--- src/rtl/rca_wb_sequencer_pkg.sv ---
// Shared types and defaults for the RCA grid writeback sequencer.
package rca_wb_sequencer_pkg;

  localparam int RCA_XLEN = 32;
  localparam int RCA_NWP  = 3;
  localparam int RCA_ID_W = 3;

  typedef enum logic [1:0] {
    WBS_IDLE,
    WBS_DRAIN,
    WBS_DONE
  } wb_seq_state_t;

  // One grid result as seen by a writeback scheduler
  typedef struct packed {
    logic [RCA_XLEN-1:0] data;
    logic [4:0]          rd;
    logic                en;
  } rca_wb_result_t;

  // x0 is hardwired zero, so an enabled write to it is dropped
  function automatic logic rd_writable(input logic en, input logic [4:0] rd);
    return en && (rd != 5'd0);
  endfunction

endpackage

--- src/rtl/rca_wb_priority_enc.sv ---
// Lowest-index-first priority encoder: mask -> one-hot, index, any.
module rca_wb_priority_enc #(
  parameter  int N     = 3,
  localparam int IDX_W = (N > 1) ? $clog2(N) : 1
) (
  input  logic [N-1:0]     mask,
  output logic [N-1:0]     onehot,
  output logic [IDX_W-1:0] idx,
  output logic             any
);

  // Scan from the top down so the lowest set bit is the one that sticks
  always_comb begin
    onehot = '0;
    idx    = '0;
    any    = |mask;
    for (int i = N - 1; i >= 0; i--) begin
      if (mask[i]) begin
        onehot    = '0;
        onehot[i] = 1'b1;
        idx       = IDX_W'(i);
      end
    end
  end

endmodule

--- src/rtl/rca_wb_sequencer.sv ---
// Serialises one RCA grid commit onto the single register-file writeback port.
module rca_wb_sequencer
  import rca_wb_sequencer_pkg::*;
#(
  parameter int XLEN            = RCA_XLEN,
  parameter int NUM_WRITE_PORTS = RCA_NWP,
  parameter int ID_W            = RCA_ID_W
) (
  input  logic                                  clk,
  input  logic                                  rst_n,
  input  logic                                  commit_valid,
  output logic                                  commit_ready,
  input  logic [NUM_WRITE_PORTS-1:0][XLEN-1:0]  commit_data,
  input  logic [NUM_WRITE_PORTS-1:0][4:0]       commit_rd,
  input  logic [NUM_WRITE_PORTS-1:0]            commit_en,
  input  logic [ID_W-1:0]                       commit_id,
  output logic                                  wb_valid,
  input  logic                                  wb_ack,
  output logic [XLEN-1:0]                       wb_data,
  output logic [4:0]                            wb_rd,
  output logic [ID_W-1:0]                       wb_id,
  output logic                                  done
);

  localparam int NWP   = NUM_WRITE_PORTS;
  localparam int IDX_W = (NWP > 1) ? $clog2(NWP) : 1;

  wb_seq_state_t              state;
  logic [NWP-1:0][XLEN-1:0]   cap_data;
  logic [NWP-1:0][4:0]        cap_rd;
  logic [NWP-1:0]             mask;     // results still owed, including the one on the port
  logic [NWP-1:0]             cur_oh;   // result currently presented on wb_*
  logic [NWP-1:0]             in_mask;
  logic [NWP-1:0]             sel_mask;
  logic [NWP-1:0]             enc_oh;
  logic [IDX_W-1:0]           enc_idx;
  logic                       enc_any;
  logic [XLEN-1:0]            nxt_data;
  logic [4:0]                 nxt_rd;

  // Writable ports of the incoming commit (enable and rd != x0)
  always_comb begin
    in_mask = '0;
    for (int i = 0; i < NWP; i++) in_mask[i] = rd_writable(commit_en[i], commit_rd[i]);
  end

  // In IDLE pick the first beat straight from the commit so it lands one cycle
  // after accept; while draining pick the beat after the one on the port.
  always_comb begin
    sel_mask = (state == WBS_IDLE) ? in_mask : (mask & ~cur_oh);
    nxt_data = (state == WBS_IDLE) ? commit_data[enc_idx] : cap_data[enc_idx];
    nxt_rd   = (state == WBS_IDLE) ? commit_rd[enc_idx]   : cap_rd[enc_idx];
  end

  rca_wb_priority_enc #(.N(NWP)) u_enc (
    .mask   (sel_mask),
    .onehot (enc_oh),
    .idx    (enc_idx),
    .any    (enc_any)
  );

  // Sequencer FSM with capture array and registered handshake / writeback outputs
  always_ff @(posedge clk or negedge rst_n) begin
    if (!rst_n) begin
      state        <= WBS_IDLE;
      commit_ready <= 1'b1;
      wb_valid     <= 1'b0;
      done         <= 1'b0;
      wb_data      <= '0;
      wb_rd        <= '0;
      wb_id        <= '0;
      cap_data     <= '0;
      cap_rd       <= '0;
      mask         <= '0;
      cur_oh       <= '0;
    end else begin
      case (state)
        WBS_IDLE: begin
          done <= 1'b0;
          if (commit_valid) begin
            cap_data     <= commit_data;
            cap_rd       <= commit_rd;
            mask         <= in_mask;
            cur_oh       <= enc_oh;
            wb_id        <= commit_id;
            commit_ready <= 1'b0;
            if (enc_any) begin
              state    <= WBS_DRAIN;
              wb_valid <= 1'b1;
              wb_data  <= nxt_data;
              wb_rd    <= nxt_rd;
            end else begin
              state <= WBS_DONE;
              done  <= 1'b1;
            end
          end
        end
        WBS_DRAIN: begin
          // Without an ack the presented beat holds unchanged
          if (wb_ack) begin
            mask <= sel_mask;
            if (enc_any) begin
              cur_oh  <= enc_oh;
              wb_data <= nxt_data;
              wb_rd   <= nxt_rd;
            end else begin
              cur_oh   <= '0;
              wb_valid <= 1'b0;
              done     <= 1'b1;
              state    <= WBS_DONE;
            end
          end
        end
        WBS_DONE: begin
          done         <= 1'b0;
          commit_ready <= 1'b1;
          state        <= WBS_IDLE;
        end
        default: begin
          state        <= WBS_IDLE;
          commit_ready <= 1'b1;
          wb_valid     <= 1'b0;
          done         <= 1'b0;
        end
      endcase
    end
  end

endmodule
--- config.mk ---
export PLATFORM = sky130hd
export DESIGN_NAME = rca_wb_sequencer
export DESIGN_NICKNAME = d
export VERILOG_FILES = /design/src/rtl/rca_wb_sequencer_pkg.sv /design/src/rtl/rca_wb_priority_enc.sv /design/src/rtl/rca_wb_sequencer.sv
export SDC_FILE = /design/constraint.sdc
export NUM_CORES = 1
export LEC_CHECK = 0
export BUFFER_PORTS_ARGS = -buffer_cell sky130_fd_sc_hd__buf_2
export CAP_MARGIN = 5
export CORE_ASPECT_RATIO = 2
export CORE_MARGIN = 2
export CORE_UTILIZATION = 30
export DETAILED_ROUTE_END_ITERATION = 10
export GPL_TIMING_DRIVEN = 0
export PLACE_DENSITY = 0.49
export SLEW_MARGIN = 20
export SYNTH_ARGS = -nofsm -noshare
export SYNTH_HDL_FRONTEND = slang
export SYNTH_SLANG_ARGS = --single-unit
--- constraint.sdc ---
create_clock -name clk -period 4.3 [get_ports clk]
set_input_delay 0.215 -clock clk [delete_from_list [all_inputs] [get_ports clk]]
set_output_delay 0.215 -clock clk [all_outputs]
set_load 0.02 [all_outputs]
Word-level counts from Yosys, hierarchy flattened
Cells that the tools add are included.
{ "totals": {"register_bits": 162, "latch_bits": 0, "ram_bits": 0, "mem_bits_ro": 0, "input_bits": 121, "out_inout_bits": 43, "elab_cells": 90, "mem_count": 0} }
{ "classes": {"n_addsub": 0, "mul": 0, "div": 0, "n_lt_le_gt_ge": 1, "eq_ne": 6, "n_shift": 0, "n_mux": 49, "bitwise_logic": 4, "n_reduce_logical": 15} }
{ "ops": {"columns": ["cell", "count"], "rows": [
  ["$mux W32", 6],
  ["$bmux W32 S2", 2],
  ["$pmux W32 S2", 1],
  ["$mux W5", 6],
  ["$mux W3", 9],
  ["$bmux W5 S2", 2],
  ["$reduce_bool A5 Y1", 3],
  ["$mux W2", 7],
  ["$pmux W3 S2", 2],
  ["$pmux W5 S2", 1],
  ["$mux W1", 9],
  ["$ne A2 B2 Y1 const B", 4],
  ["$reduce_and A2 Y1", 3],
  ["$reduce_and A3 Y1", 2],
  ["$reduce_and A5 Y1", 1],
  ["$pmux W1 S2", 2],
  ["$pmux W2 S2", 1],
  ["$and A3 B3 Y3", 1],
  ["$logic_and A1 B1 Y1", 3],
  ["$lt A2 B3 Y1 const B", 1],
  ["$not A3 Y3", 1],
  ["$pmux W1 S3", 1],
  ["$reduce_or A3 Y1", 1],
  ["$eq A2 B1 Y1 const B", 1],
  ["4 further kinds", 5]
]} }

Logic depth before layout (Yosys ltp)
Gate-level depths: netlist (run 1).
{ "depth": {"word_depth": 12, "mapped_depth": 8, "ltp_nobuf": 5} }

By module
From an unflattened synthesis (run 1), not the netlist that was laid out.
{ "hier_totals": {"cells_unflattened": 806, "hier_area_um2": 8114.0} }
{ "by_module_without_submodules": {"columns": ["module", "n_inst", "cells_per_inst", "area_per_inst_um2"], "rows": [
  ["rca_wb_sequencer", 1, 800, 8071.5],
  ["rca_wb_priority_enc", 1, 6, 42.5]
]} }

Worst setup path before layout (run 1)
No wires, ideal clock.
{ "synth_timing": {"path_kind": "reg2reg", "start": "register state[0]", "end": "register wb_data[12]", "setup_ps": 145, "arrival_ps": 1900, "required_time_ps": 4155, "setup_slack_ps": 2256, "path_stages_with_launch": 9, "n_path_buf": 3, "synth_period_minus_slack_ps": 2044, "cell_sequence": "dfrtp_1 -> buf_2 -> nor4_1 -> a21o_1 -> buf_2 -> clkbuf_1 -> a211oi_1 -> o311ai_1 -> o221ai_1"} }
{ "synth_via": {"elab_chain_len": 11} }
{ "synth_rtl": {"columns": ["item", "line", "text"], "rows": [
  ["start: declaration", "rca_wb_sequencer.sv:28", "wb_seq_state_t state;"],
  ["start signal: assignment", "rca_wb_sequencer.sv:65", "state <= WBS_IDLE;"],
  ["start signal: assignment", "rca_wb_sequencer.sv:88", "state <= WBS_DRAIN;"],
  ["start signal: assignment", "rca_wb_sequencer.sv:93", "state <= WBS_DONE;"],
  ["$logic_not A2 Y1", "rca_wb_sequencer.sv:50, rca_wb_sequencer.sv:51, rca_wb_sequencer.sv:77", null],
  ["$mux W3", "rca_wb_sequencer.sv:50", "sel_mask = (state == WBS_IDLE) ? in_mask : (mask & ~cur_oh);"],
  ["$mux W2 (3 in a row)", "rca_wb_priority_enc.sv:18", "if (mask[i]) begin"],
  ["$bmux W32 S2", "rca_wb_sequencer.sv:51", "nxt_data = (state == WBS_IDLE) ? commit_data[enc_idx] : cap_data[enc_idx];"],
  ["$mux W32 (implied by the code)", "rca_wb_sequencer.sv:51", null],
  ["$mux W32", "rca_wb_sequencer.sv:51", null],
  ["$mux W32", "rca_wb_sequencer.sv:87, rca_wb_sequencer.sv:102", null],
  ["$mux W32, on equally long branches", "rca_wb_sequencer.sv:100, rca_wb_sequencer.sv:80", null],
  ["$pmux W32 S2", "rca_wb_sequencer.sv:77", "case (state)"],
  ["end signal: assignment", "rca_wb_sequencer.sv:90", "wb_data <= nxt_data;"],
  ["end signal: assignment", "rca_wb_sequencer.sv:104", "wb_data <= nxt_data;"],
  ["end: declaration", "rca_wb_sequencer.sv:19", "output logic [XLEN-1:0] wb_data,"]
]} }
Parallel ways exist; a longest one is shown, timed or not. The select of a mux whose other input is x is not followed.
A chain may end at the register's enable or synchronous reset.

Final worst setup path (run 1)
{ "layout_timing": {"start": "register state[1]", "end": "register wb_data[11]"} }
The elaborated chain is that of the path after synthesis.

==> results of run 1 <==
cells in the mapped netlist, types with 2 or more instances:
cell type  count  area share, %
a211oi_1     111            9.1
a21o_1         4           0.33
a21oi_1        4           0.22
a32o_1         2           0.22
and2_1         2           0.14
buf_1          4           0.16
buf_2         11           0.60
buf_6          4           0.49
clkbuf_1      91            3.7
clkbuf_2       3           0.16
dfrtp_1      161             44
inv_1        113            4.6
nand2_1      273             11
nand2b_1       4           0.27
nor2_1        15           0.61
nor2b_1        3           0.21
nor3_1        40            2.2
o211ai_1      37            3.0
o21ai_0      116            6.3
o21ai_1        2           0.11
o221ai_1      37            3.5
o2bb2ai_1     37            3.5
o311ai_0       9           0.86
o311ai_1      28            2.7
or4_1          3           0.25
per-stage QoR:
stage	instances	hold slack (ps)	worst slack, ps
floorplan	1127	-80.59	2256
finish	1761	3.824	1041
global route	1761	2.678	968.7
global placement	1658	414.9	118.0
CTS	1761	0.2267	1083
detailed placement	1659	272.4	1087
cells by family (layout without fill, tap and decap cells):
| kind of cell | count (synthesis) | in the layout | share of synthesized area [%] |
|---|---|---|---|
| and+or+nand+nor | 343 | 343 | 15.10 |
| muxes | 1 | 1 | 0.1093 |
| DFF | 162 | 162 | 44.29 |
| buffers and inverters | 226 | 492 | 9.785 |
| AOI/OAI and AO/OA | 395 | 395 | 30.71 |
layer usage:
metal	track usage, %	up-vias	wire length (um)
li1	-	4509	-
met1	26.92	4647	14250
met2	45.47	302	21040
met3	3.405	92	1643
met4	12.37	0	1726
met5	0	-	0
power by group through the flow:
stage	Sequential [uW]	Combinational, uW	Clock (uW)
6_report	2670	3810	1570
3_5_place_dp	2690	3760	0
3_3_place_gp	2670	3710	0
4_1_cts	2660	3820	1580
2_1_floorplan	2830	2220	0
5_1_grt	2750	4210	1640
path summary, 6_finish.rpt:
check	from	to	slack (ps)	depth (start not counted)
worst min-delay path	commit_data[24]	cap_data[24]	4	3
worst max register to register	state[1]	wb_data[11]	1040	8
worst min register to register	wb_id[2]	wb_id[2]	470	2
max in group asynchronous	rst_n	cap_data[92]	3040	3
worst max-delay path	state[1]	wb_data[11]	1040	8
min in group asynchronous	rst_n	wb_data[8]	350	2
registers in the layout (all words and copies together) (netlist names), 2 cells and up:
name	count
wb_rd	5
wb_data	32
wb_id	3
cap_data	96
mask	3
cur_oh	3
cap_rd	15
state	2
critical path, cell delays in order, from the launching register on:
cell and delay [ps]:
dfrtp_1 320, clkbuf_2 230, nor2_1 150, nor3_1 610, buf_2 380, clkbuf_1 510
a211oi_1 130, a211oi_1 530, o221ai_1 220
final cells by class:
cell class,instances,area (sq um)
Buffer,113,471.7
Clock buffer,23,467.9
Clock inverter,9,106.4
Fill cell,3180,18320
Inverter,113,424.2
Multi-Input combinational cell,739,4204
Sequential cell,162,4055
Tap cell,368,460.4
Timing Repair Buffer,234,1554
==> impl_metrics.env, run 1 <==
export IMPL_vdd_drop_max_v=0.0003605
export IMPL_clockBufferDepth=2
export IMPL_grt_pass1_vias=10050
export IMPL_crit_type="register to register"
export IMPL_diodes=0
export IMPL_min_period_ps=3259
export IMPL_cts_resized=0
export IMPL_first_pass_iters=5
export IMPL_grt_setup_unrepaired="no"
export IMPL_synth_ff_type="dfrtp_1"
export IMPL_clock_latency_ps=460
export IMPL_cts_sinks=162
export IMPL_outcome="completed"
export IMPL_cts_tree="built"
export IMPL_path_clk_slew_ps=70
export IMPL_pwr_share_seq_pct=33.2
export IMPL_synth_fp_nets=1248
export IMPL_cts_root_buf="clkbuf_16"
export IMPL_ys_seq_elements=162
export IMPL_finalSetupTns_ps=0
export IMPL_drtIter0Drc=655
export IMPL_design_area_sq_um=11740
export IMPL_syn_inst=1127
export IMPL_tightest_slew_ps=1106
export IMPL_synth_edf_count=0
export IMPL_grt_total_usage_pct=24.59
export IMPL_area_growth_pct=28.28
export IMPL_crit_fanout=10
export IMPL_finClkSkew_ps=10.58
export IMPL_synth_area_per_cell_sq_um=8.123
export IMPL_initial_utilization_pct=30.45
export IMPL_fmax_ghz=0.3068
export IMPL_drv_slew=0
export IMPL_drt_antenna_violating_nets=0
export IMPL_cts_setup_buffers=0
export IMPL_yosysUniqueCellTypes=38
export IMPL_leakage_uw=0.005310
export IMPL_clock_power_share_pct=19.5
export IMPL_wire_per_inst_um=21.95
export IMPL_grt_pass1_wl_um=58970
export IMPL_port_buffers=163
export IMPL_async_reset_ff_share_pct=100.0
export IMPL_place_area_sq_um=10470
export IMPL_intPower_uw=4423
export IMPL_wl_um=38660
export IMPL_maxCapViolations=0
export IMPL_grt_antenna_before_repair=1
export IMPL_swShare_pct=44.99
export IMPL_final_cell_mix="nand2_1, buf_2, dfrtp_1"
export IMPL_relSlewSlack_pct=26.29
export IMPL_grt_overflow=0
export IMPL_setup_violations=0
export IMPL_drive_above_1_share_pct=15.29
export IMPL_dp_hpwl_um=28380
export IMPL_p_switching_uw=3617
export IMPL_hold_class="input pin to register"
export IMPL_hold_buffers=70
export IMPL_vias_per_cell=5.423
export IMPL_vias=9550
export IMPL_yosys_warnings=0
export IMPL_total_power_uw=8040
export IMPL_row_count=90
export IMPL_post_route_period_util_pct=75.79
export IMPL_syn_area_sq_um=9155
export IMPL_grt_max_degree=84
export IMPL_crit_arrival_ps=3560
export IMPL_power_share_combinational_pct=47.3
export IMPL_die_width_um=127.5
export IMPL_core_area_sq_um=30070
export IMPL_required_ps=4600
export IMPL_drc_errors=0
export IMPL_seq_area_frac_synth_pct=44.29
export IMPL_h_tree_depth=4
export IMPL_die_y_um=251.1
export IMPL_gp_congestion=0.8819
export IMPL_ios=164
export IMPL_pwr_density_cell_nw_per_um2=684.6
export IMPL_start_kind="register"
export IMPL_nets=1501
export IMPL_hold_viol=0
export IMPL_die_area_sq_um=32020
export IMPL_end_kind="register"
export IMPL_numCtsBuffers=17
export IMPL_final_common_cell="nand2_1"
export IMPL_fin_util_pct=39.06
(Power assumes the default switching activity.)
==> run 2: changes to the inputs <==
--- a/config.mk
+++ b/config.mk
@@ -5,6 +5,7 @@
 export SDC_FILE = /design/constraint.sdc
 export NUM_CORES = 1
 export LEC_CHECK = 0
+export ABC_AREA = 1
 export BUFFER_PORTS_ARGS = -buffer_cell sky130_fd_sc_hd__buf_2
 export CAP_MARGIN = 5
 export CORE_ASPECT_RATIO = 2
==> constraint.sdc (replaced) <==
create_clock -name clk -period 3.1 [get_ports clk]
set_input_delay 0.155 -clock clk [delete_from_list [all_inputs] [get_ports clk]]
set_output_delay 0.155 -clock clk [all_outputs]
set_load 0.02 [all_outputs]
==> run 2 against run 1 <==
First-iteration DRC count shrank 22%. Sequential power grew 35%. Largest cell class is now sequential cells. Register-to-register slack lost 430 ps. Power grew 74%. Wire length shrank 11%. Clock-buffer cell count grew 2. Clock skew shrank 1.6 ps. Global-route usage shrank 2.5 points. Non-clock buffer count grew 19.
==> impl_metrics.env, run 2 <==
export IMPL_outcome="completed"
export IMPL_hold_viol=0
export IMPL_ys_top_cells_by_area="dfrtp_1, nand2_1, nand3_1"
export IMPL_crit_type="register to register"
export IMPL_numCtsBuffers=17
export IMPL_gp_congestion=0.8533
export IMPL_grt_max_degree=89
export IMPL_yosys_top_cells_count="nand2_1, nand3_1, dfrtp_1, inv_1, buf_2"
export IMPL_post_route_period_util_pct=80.30
export IMPL_wl_um=34580
export IMPL_initial_utilization_pct=30.27
export IMPL_regMostFlops="cap_data"
export IMPL_endpoint="wb_data[25]"
export IMPL_yosysMostFrequentCell="nand2_1"
export IMPL_largest_reg_flops=96
export IMPL_dp_hpwl_um=24930
export IMPL_synth_fp_nets=1491
export IMPL_ys_seq_elements=162
export IMPL_row_count=90
export IMPL_dp_slack_ps=589.8
export IMPL_ios=164
export IMPL_holdWs_ps=25.50
export IMPL_clock_latency_ps=450
export IMPL_die_width_um=127.2
export IMPL_die_y_um=250.3
export IMPL_hold_class="input pin to register"
export IMPL_fin_ws_ps=610.8
export IMPL_pwr_density_cell_nw_per_um2=1147
export IMPL_drc_errors=0
export IMPL_start_kind="register"
export IMPL_yosysUniqueCellTypes=23
export IMPL_syn_inst=1370
export IMPL_r2r_slack_ps=610
export IMPL_async_reset_ff_share_pct=100.0
export IMPL_final_common_cell="nand2_1"
export IMPL_h_tree_depth=4
export IMPL_r2r_end="wb_data[25]"
export IMPL_drt_antenna_violating_nets=0
export IMPL_synth_area_per_cell_sq_um=6.644
export IMPL_setup_violations=0
export IMPL_tightest_slew_ps=722.0
export IMPL_path_clk_slew_ps=60
export IMPL_min_period_ps=2489
export IMPL_maxCapViolations=0
export IMPL_fmax_ghz=0.4017
export IMPL_finalSetupTns_ps=0
export IMPL_cts_tree="built"
export IMPL_relSlewSlack_pct=51.87
export IMPL_drtIter0Drc=508
export IMPL_grt_pass1_wl_um=52900
export IMPL_grt_antenna_before_repair=0
export IMPL_leakage_uw=0.007008
export IMPL_final_cell_mix="nand2_1, nand3_1, buf_2"
export IMPL_port_buffers=163
export IMPL_r2r_start="state[1]"
export IMPL_stdcell_count=2047
export IMPL_grt_overflow=0
export IMPL_core_area_sq_um=30070
export IMPL_diodes=0
export IMPL_die_area_sq_um=31840
export IMPL_nets=1789
export IMPL_syn_area_sq_um=9102
export IMPL_drive_above_1_share_pct=15.37
export IMPL_finClkSkew_ps=8.987
export IMPL_yosys_warnings=0
export IMPL_cts_sinks=162
export IMPL_wire_per_inst_um=16.89
export IMPL_grt_pass1_vias=9469
export IMPL_area_growth_pct=33.95
export IMPL_synth_edf_count=0
export IMPL_reg_top3="cap_data x96, wb_data x32, cap_rd x15"
export IMPL_seq_area_frac_synth_pct=44.55
export IMPL_grt_total_usage_pct=22.14
export IMPL_synth_area_leader_cell="dfrtp_1"
export IMPL_synth_top_area_share_pct=44.26
export IMPL_vias_per_cell=4.638
export IMPL_fillers=3169
export IMPL_crit_fanout=10
export IMPL_vias=9495
export IMPL_synth_ff_type="dfrtp_1"
export IMPL_cts_root_buf="clkbuf_16"
export IMPL_worstSetupStartpoint="state[1]"
export IMPL_worst_r2r_path_depth=10
export IMPL_end_kind="register"
export IMPL_grt_setup_unrepaired="no"
export IMPL_required_ps=3490
export IMPL_dp_cells=1902
export IMPL_drv_slew=0
export IMPL_clockBufferDepth=2
export IMPL_crit_arrival_ps=2880
export IMPL_vdd_drop_max_v=0.0004742
export IMPL_first_pass_iters=5
-- run 2: through the flow --
| stage | instance area, sq um | util (%) | total power (uW) |
|---|---|---|---|
| 4_1_cts | 12190 | 40.55 | 14110 |
| 6_report | 12190 | 40.55 | 13980 |
| 3_3_place_gp | 10380 | 34.52 | 11540 |
| 5_1_grt | 12190 | 40.55 | 15240 |
| 3_5_place_dp | 10420 | 34.64 | 11610 |
| 2_1_floorplan | 9102 | - | 8936 |
-- run 2: repair_timing --
item,in CTS,in global routing
setup buffers,0,0
endpoints found under the setup margin,0,0
resized for setup,0,0
hold endpoints to repair,187,0
hold buffers,115,0
-- run 2: power breakdown --
group | internal, uW | leakage (uW) | switching (uW)
registers | 3140 | 0.00201 | 460
clock network | 1460 | 0.000302 | 879
logic | 2530 | 0.00470 | 5510
total | 7130 | 0.00701 | 6850
-- run 2: layout make-up --
cell class,instances,area (sq um),share of cell area [%]
clock inverter,5,150.1,1.231
tap,368,460.4,3.776
timing repair buffer,279,2004,16.44
clock buffer,25,475.5,3.899
buffer,87,444.2,3.643
sequential,162,4055,33.26
inverter,166,623.1,5.110
multi-input combinational,955,3980,32.64
-- run 2: how the worst min path moves through the flow --
| stage | start | endpoint | depth (start not counted) |
|---|---|---|---|
| after floorplan | rst_n | cap_data[0] | 0 |
| after global placement | commit_id[2] | wb_id[2] | 3 |
| after detailed placement | rst_n | wb_rd[4] | 1 |
| after CTS | commit_rd[4] | cap_rd[4] | 3 |
| after global routing | commit_rd[4] | cap_rd[4] | 3 |
| final | commit_rd[4] | cap_rd[4] | 3 |
-- run 2: worst max-delay path: stages (launching register included) --
cell,delay [ps]
dfrtp_1,450
nor2_4,230
inv_2,130
nor2_2,410
a21oi_2,150
inv_2,150
nand2_1,100
inv_2,250
buf_2,320
nand2_1,150
nand2_1,80
-- run 2: logic make-up after synthesis --
logic type,Yosys count,share of synthesized area (%)
flops,162,44.55
compound gates,49,2.818
simple gates,906,40.91
buf+inv,253,11.73
-- run 2: layer usage --
| metal | track usage [%] | vias up | wire (um) |
|---|---|---|---|
| met3 | 3.695 | 72 | 1267 |
| met2 | 40.94 | 263 | 18670 |
| met4 | 10.33 | 0 | 1402 |
| met1 | 24.24 | 4388 | 13240 |
| li1 | - | 4772 | - |
| met5 | 0 | - | 0 |
